<file path="config.mk">
export PLATFORM = sky130hd
export DESIGN_NAME = btn_conditioner
export DESIGN_NICKNAME = d
export VERILOG_FILES = /design/src/rtl/btn_conditioner.sv
export SDC_FILE = /design/constraint.sdc
export NUM_CORES = 1
export LEC_CHECK = 0
export ABC_AREA = 1
export CAP_MARGIN = 20
export CELL_PAD_IN_SITES_DETAIL_PLACEMENT = 1
export CELL_PAD_IN_SITES_GLOBAL_PLACEMENT = 1
export CORE_ASPECT_RATIO = 0.8
export CORE_UTILIZATION = 40
export DETAILED_ROUTE_END_ITERATION = 10
export GPL_TIMING_DRIVEN = 0
export HOLD_SLACK_MARGIN = 0.03
export PLACE_DENSITY_LB_ADDON = 0.1
export SLEW_MARGIN = 15
export SYNTH_ARGS = -nofsm -noshare
export SYNTH_HDL_FRONTEND = slang
export SYNTH_SLANG_ARGS = --single-unit
</file>
<file path="constraint.sdc">
create_clock -name clk -period 4.1 [get_ports clk]
set_input_delay 1.23 -clock clk [delete_from_list [all_inputs] [get_ports clk]]
set_output_delay 1.23 -clock clk [all_outputs]
set_load 0.02 [all_outputs]
</file>
<file path="src/rtl/btn_conditioner.sv">
// Push-button front end: 12 identical channels, each synchronised, debounced and
// turned into a one-cycle press pulse. Optional stuck-button flags: BTN_STUCK_EN.

module btn_debounce_ch #(
  parameter int DEBOUNCE_CYCLES = 1000000,
  parameter int CNT_W           = 20
`ifdef BTN_STUCK_EN
  ,
  parameter int STUCK_CYCLES    = 500000000,
  parameter int STUCK_W         = 29
`endif
) (
  input  logic clk,
  input  logic resetn,
  input  logic i_enable,
  input  logic i_raw,
  output logic o_pulse
`ifdef BTN_STUCK_EN
  ,
  output logic o_stuck
`endif
);

  localparam logic [CNT_W-1:0] CNT_LAST = CNT_W'(DEBOUNCE_CYCLES - 1);

  logic             r_sync1;
  logic             r_sync2;
  logic             r_stable;
  logic             r_pulse;
  logic [CNT_W-1:0] r_cnt;

  logic             w_stable_nxt;
  logic             w_pulse_nxt;
  logic [CNT_W-1:0] w_cnt_nxt;

  // NOTE: the synchroniser flops are reset too, so a button held through reset
  // is seen as a fresh 0->1 transition and produces exactly one press.
  always_ff @(posedge clk or negedge resetn) begin
    if (!resetn) begin
      r_sync1 <= 1'b0;
      r_sync2 <= 1'b0;
    end else begin
      // NOTE: non-blocking assignments so r_sync2 takes the old r_sync1 value;
      // blocking here would collapse the two stages into one.
      r_sync1 <= i_raw;
      r_sync2 <= r_sync1;
    end
  end

  // NOTE: every output of this block is given a default first, so no path
  // leaves a signal unassigned and no latch is inferred.
  always_comb begin
    w_stable_nxt = r_stable;
    w_cnt_nxt    = r_cnt;
    w_pulse_nxt  = 1'b0;
    if (i_enable) begin
      if (r_sync2 == r_stable) begin
        w_cnt_nxt = '0;
      end else if (r_cnt >= CNT_LAST) begin
        w_stable_nxt = r_sync2;
        w_cnt_nxt    = '0;
      end else begin
        w_cnt_nxt = r_cnt + CNT_W'(1);
      end
      w_pulse_nxt = w_stable_nxt & ~r_stable;
    end
  end

  always_ff @(posedge clk or negedge resetn) begin
    if (!resetn) begin
      r_stable <= 1'b0;
      r_cnt    <= '0;
      r_pulse  <= 1'b0;
    end else begin
      r_stable <= w_stable_nxt;
      r_cnt    <= w_cnt_nxt;
      r_pulse  <= w_pulse_nxt;
    end
  end

  assign o_pulse = r_pulse;

`ifdef BTN_STUCK_EN
  localparam logic [STUCK_W-1:0] SCNT_MAX = STUCK_W'(STUCK_CYCLES);

  logic [STUCK_W-1:0] r_scnt;
  logic               r_stuck;
  logic [STUCK_W-1:0] w_scnt_nxt;
  logic               w_stuck_nxt;

  // Counts enabled cycles spent pressed; cleared on the edge the release is accepted.
  always_comb begin
    w_scnt_nxt  = r_scnt;
    w_stuck_nxt = r_stuck;
    if (!w_stable_nxt) begin
      w_scnt_nxt  = '0;
      w_stuck_nxt = 1'b0;
    end else if (i_enable && r_stable && (r_scnt != SCNT_MAX)) begin
      w_scnt_nxt = r_scnt + STUCK_W'(1);
      if (r_scnt == SCNT_MAX - STUCK_W'(1)) begin
        w_stuck_nxt = 1'b1;
      end
    end
  end

  always_ff @(posedge clk or negedge resetn) begin
    if (!resetn) begin
      r_scnt  <= '0;
      r_stuck <= 1'b0;
    end else begin
      r_scnt  <= w_scnt_nxt;
      r_stuck <= w_stuck_nxt;
    end
  end

  assign o_stuck = r_stuck;
`endif

endmodule

module btn_conditioner #(
  parameter int DEBOUNCE_CYCLES = 1000000,
  parameter int CNT_W           = 20
`ifdef BTN_STUCK_EN
  ,
  parameter int STUCK_CYCLES    = 500000000,
  parameter int STUCK_W         = 29
`endif
) (
  input  logic       clk,
  input  logic       resetn,
  input  logic       enable,
  input  logic [4:0] raw_btncar,
  input  logic [4:0] raw_btnout,
  input  logic       raw_open,
  input  logic       raw_shut,
  output logic [4:0] btncar,
  output logic [4:0] btnout,
  output logic       open,
  output logic       shut
`ifdef BTN_STUCK_EN
  ,
  output logic [11:0] stuck
`endif
);

  localparam int NUM_CH = 12;

  if (DEBOUNCE_CYCLES < 2) begin : g_bad_debounce
    $error("btn_conditioner: DEBOUNCE_CYCLES must be at least 2");
  end
  if ((64'(1) << CNT_W) <= 64'(DEBOUNCE_CYCLES)) begin : g_bad_cnt_w
    $error("btn_conditioner: CNT_W too narrow for DEBOUNCE_CYCLES");
  end
`ifdef BTN_STUCK_EN
  if ((64'(1) << STUCK_W) <= 64'(STUCK_CYCLES)) begin : g_bad_stuck_w
    $error("btn_conditioner: STUCK_W too narrow for STUCK_CYCLES");
  end
`endif

  // Channel order: 0-4 car, 5-9 hall, 10 door-open, 11 door-shut.
  logic [NUM_CH-1:0] w_raw;
  logic [NUM_CH-1:0] w_pulse;
`ifdef BTN_STUCK_EN
  logic [NUM_CH-1:0] w_stuck;
`endif

  assign w_raw = {raw_shut, raw_open, raw_btnout, raw_btncar};

  for (genvar i = 0; i < NUM_CH; i++) begin : g_ch
    btn_debounce_ch #(
      .DEBOUNCE_CYCLES (DEBOUNCE_CYCLES),
      .CNT_W           (CNT_W)
`ifdef BTN_STUCK_EN
      ,
      .STUCK_CYCLES    (STUCK_CYCLES),
      .STUCK_W         (STUCK_W)
`endif
    ) u_ch (
      .clk      (clk),
      .resetn   (resetn),
      .i_enable (enable),
      .i_raw    (w_raw[i]),
      .o_pulse  (w_pulse[i])
`ifdef BTN_STUCK_EN
      ,
      .o_stuck  (w_stuck[i])
`endif
    );
  end

  assign btncar = w_pulse[4:0];
  assign btnout = w_pulse[9:5];
  assign open   = w_pulse[10];
  assign shut   = w_pulse[11];
`ifdef BTN_STUCK_EN
  assign stuck  = w_stuck;
`endif

endmodule

</file>
==> run metrics <==
first-pass GRT wire length=83000 um; Worst Hold Depth=0; Slew Limit Fails=0; crit path launch type=primary input; Clock Skews=11.3 ps; flop2flop setup slack=2050 ps; slew margin rel.=35.7%; worst skew pair latency=540 ps; clock slew at reported path FFs=60 ps; Synthesized Nets=2397; initial core utilization=40.6%; VDD IR-drop max=0.245 mV; Cell Rows=68; GRT Total Usage=22.7%; period utilization=81.1%; Nets=2464; Top Ports=27; Worst Max-Slew Pin Slew=964 ps; Final Instance Area=19800 um^2; number of I/O port buffers=26; area growth from synthesis to layout=13.1%; RSZ-0062 raised after global routing=no; top_reg_cell synth=dfrtp_1; DIE WIDTH=236 um; Clk pwr share=50.9%; Via density=5.07; R2R Path End=g_ch[3].u_ch.r_cnt[12]$_DFFE_PN0P_; CP required=4480 ps; endpoints failing hold=0; Worst path slowest cell=clkdlybuf4s50_1; status=finished clean; R2R Path Start=g_ch[3].u_ch.r_cnt[0]$_DFFE_PN0P_; Hold Crit Class=flop to flop; switching share of total power=23.8%; CP max FO=10; Non-Filler Instances=3021; H-Tree Depth=2; largest net degree at the start of global routing=98; final antenna-violating net count=0; hold wc startpoint=g_ch[2].u_ch.r_sync1$_DFF_PN0_; fill count=5384; Syn Inst Count=2370; Sequential Power Share=44.1%; DRT Pass-1 Iters=6; Synth Warn #=0; GP Congestion=0.841; Vias=15300; CTS Buffer Depth=3; Total Wirelength=48400 um; number of synthesized flops with an enable pin=0; CP startpoint=enable; PostCTS Resize Cnt=0; vias in the first global route=16100; Yosys cell types=40; layout cells sized above 1=11.5%; antenna cells=0; register area=7210 um^2; NetSw=1590 uW; antenna violations before repair=0; DR DRC count=0; Highest Clock Rate=0.301 GHz; CP Data Arrival Time=3710 ps; GRT Residual Overflow=0; critical path type=primary input to flop; TritonCTS clock tree=done; core area=43100 um^2; CP cell instances=clkdlybuf4s50_1, buf_4, inv_1, buf_4, buf_2, buf_2, nor2_1; area of the die=44600 um^2; height of the die=189 um; worst setup path endpoint=g_ch[10].u_ch.o_pulse$_DFF_PN0_; asr flop ratio synth=100%; Final Setup Violations=0; Max stage delay on crit path=750 ps; DP Area=18600 um^2; CTS Buf Count=36; HPWL after DPL=35200 um; worst hold margin=348 ps; register area share after synthesis=41.2%; Avg Cell Area, Syn=7.39 um^2; internal power=5110 uW; Leak Pwr=0.00845 uW; combinational share of power=5.1%; Post-Synthesis Cell Area=17500 um^2; clock root buffer=clkbuf_16; Wirelength per Cell=16.0 um; Setup crit end kind=flop; maximum capacitance violations=0; multi-input logic area=9100 um^2; Pwr Total=6710 uW; crit path time final=3330 ps; Placed Cells=2959; PwrDens=339 nW/um^2; Seq cells post-synth=288; DR iter-0 viols=742; FF-to-FF path depth=7; cts hold-fix bufs=0; post-CTS setup buffer count=0; CTS Sinks=288
[synth_stat cells (all sizes together), types with 29 or more instances]
master  number  area share (%)
nand4       46             1.6
nor2       323             7.5
dfrtp      288              41
buf         58             2.3
a21oi       29             1.5
nand3      165             4.9
nand2      801              18
xor2        99             5.0
nor3        39             1.3
inv        200             4.3
xnor2       45             2.3
o21ai      204             7.4
[critical path: cells and delay by family]
family / cells / cell delay [ps]
simple gates: 1 / 180
buf+inv: 6 / 2260
[how the worst min path moves through the flow]
| stage | slack, ps | end |
|---|---|---|
| detailed placement | 340 | g_ch[2].u_ch.r_sync2$_DFF_PN0_ |
| global route | 360 | g_ch[2].u_ch.r_sync2$_DFF_PN0_ |
| CTS | 350 | g_ch[2].u_ch.r_sync2$_DFF_PN0_ |
| floorplan | 330 | g_ch[0].u_ch.r_sync2$_DFF_PN0_ |
| global placement | 330 | g_ch[4].u_ch.r_sync2$_DFF_PN0_ |
| finish | 350 | g_ch[2].u_ch.r_sync2$_DFF_PN0_ |
[logic make-up after synthesis]
| group | Yosys count | synth area share (%) |
|---|---|---|
| DFF | 288 | 41.2 |
| adders and majority gates | 12 | 0.857 |
| and+or+nand+nor | 1389 | 33.8 |
| buffers and inverters | 271 | 6.87 |
| xor gates and xnor gates | 144 | 7.20 |
| AOI/OAI and AO/OA | 266 | 10.1 |
[area by class of cell]
type	count	share of cell area [%]
repair buffers	29	1.76
flip-flops and latches	288	36.4
plain buffers	70	2.27
clock buffers	49	5.16
multi-input cells	1811	46.0
well taps	560	3.54
clock inverters	13	1.12
inverters	201	3.81
[power groups by stage]
stage / combinational [uW] / clock, uW / sequential [uW]
floorplan: 182 / 0 / 2990
global placement: 331 / 0 / 3010
detailed placement: 351 / 0 / 3010
CTS: 354 / 3520 / 2960
global route: 388 / 3610 / 2960
finish: 340 / 3410 / 2960
[cells in the final DEF (no fill, tap or decap), types with 8 or more instances in the layout]
cell type,synthesis,final
a21oi_1,12,12
a21oi_2,11,11
a31oi_1,8,8
buf_2,30,30
buf_4,17,17
buf_6,9,9
clkbuf_1,11,18
clkbuf_16,0,37
clkdlybuf4s50_1,0,25
dfrtp_1,288,288
ha_1,12,12
inv_1,192,192
inv_2,8,8
nand2_1,779,779
nand2_2,11,11
nand2_4,11,11
nand3_1,157,157
nand3_2,8,8
nand3b_1,11,11
nand4_1,46,46
nor2_1,293,293
nor2_2,24,24
nor3_1,34,34
o21ai_0,101,101
o21ai_1,30,30
o21ai_2,73,73
o22ai_1,19,19
xnor2_1,45,45
xor2_1,99,99
[per-layer routing]
| metal | GRT usage [%] | share of wire [%] | vias to the layer above |
|---|---|---|---|
| li1 | - | - | 7691 |
| met5 | 0 | 0 | - |
| met3 | 2.80 | 2.6 | 52 |
| met2 | 35.8 | 44 | 113 |
| met4 | 5.51 | 1.7 | 0 |
| met1 | 33.0 | 51 | 7449 |
[flip-flops by register name, summed over array words and instances (netlist names)]
name                cells
g_ch.u_ch.r_sync1      12
g_ch.u_ch.r_stable     12
g_ch.u_ch.r_cnt       240
g_ch.u_ch.r_sync2      12
g_ch.u_ch.o_pulse      12
[through the flow]
step	setup TNS, ps	util [%]	worst slack [ps]
4_1_cts	0	45.9	725
2_1_floorplan	0	-	1920
3_5_place_dp	0	43.0	145
3_3_place_gp	-3303670	42.8	-11520
6_report	0	45.9	774
5_1_grt	0	45.9	702
Power figures use the tool's default switching activity.
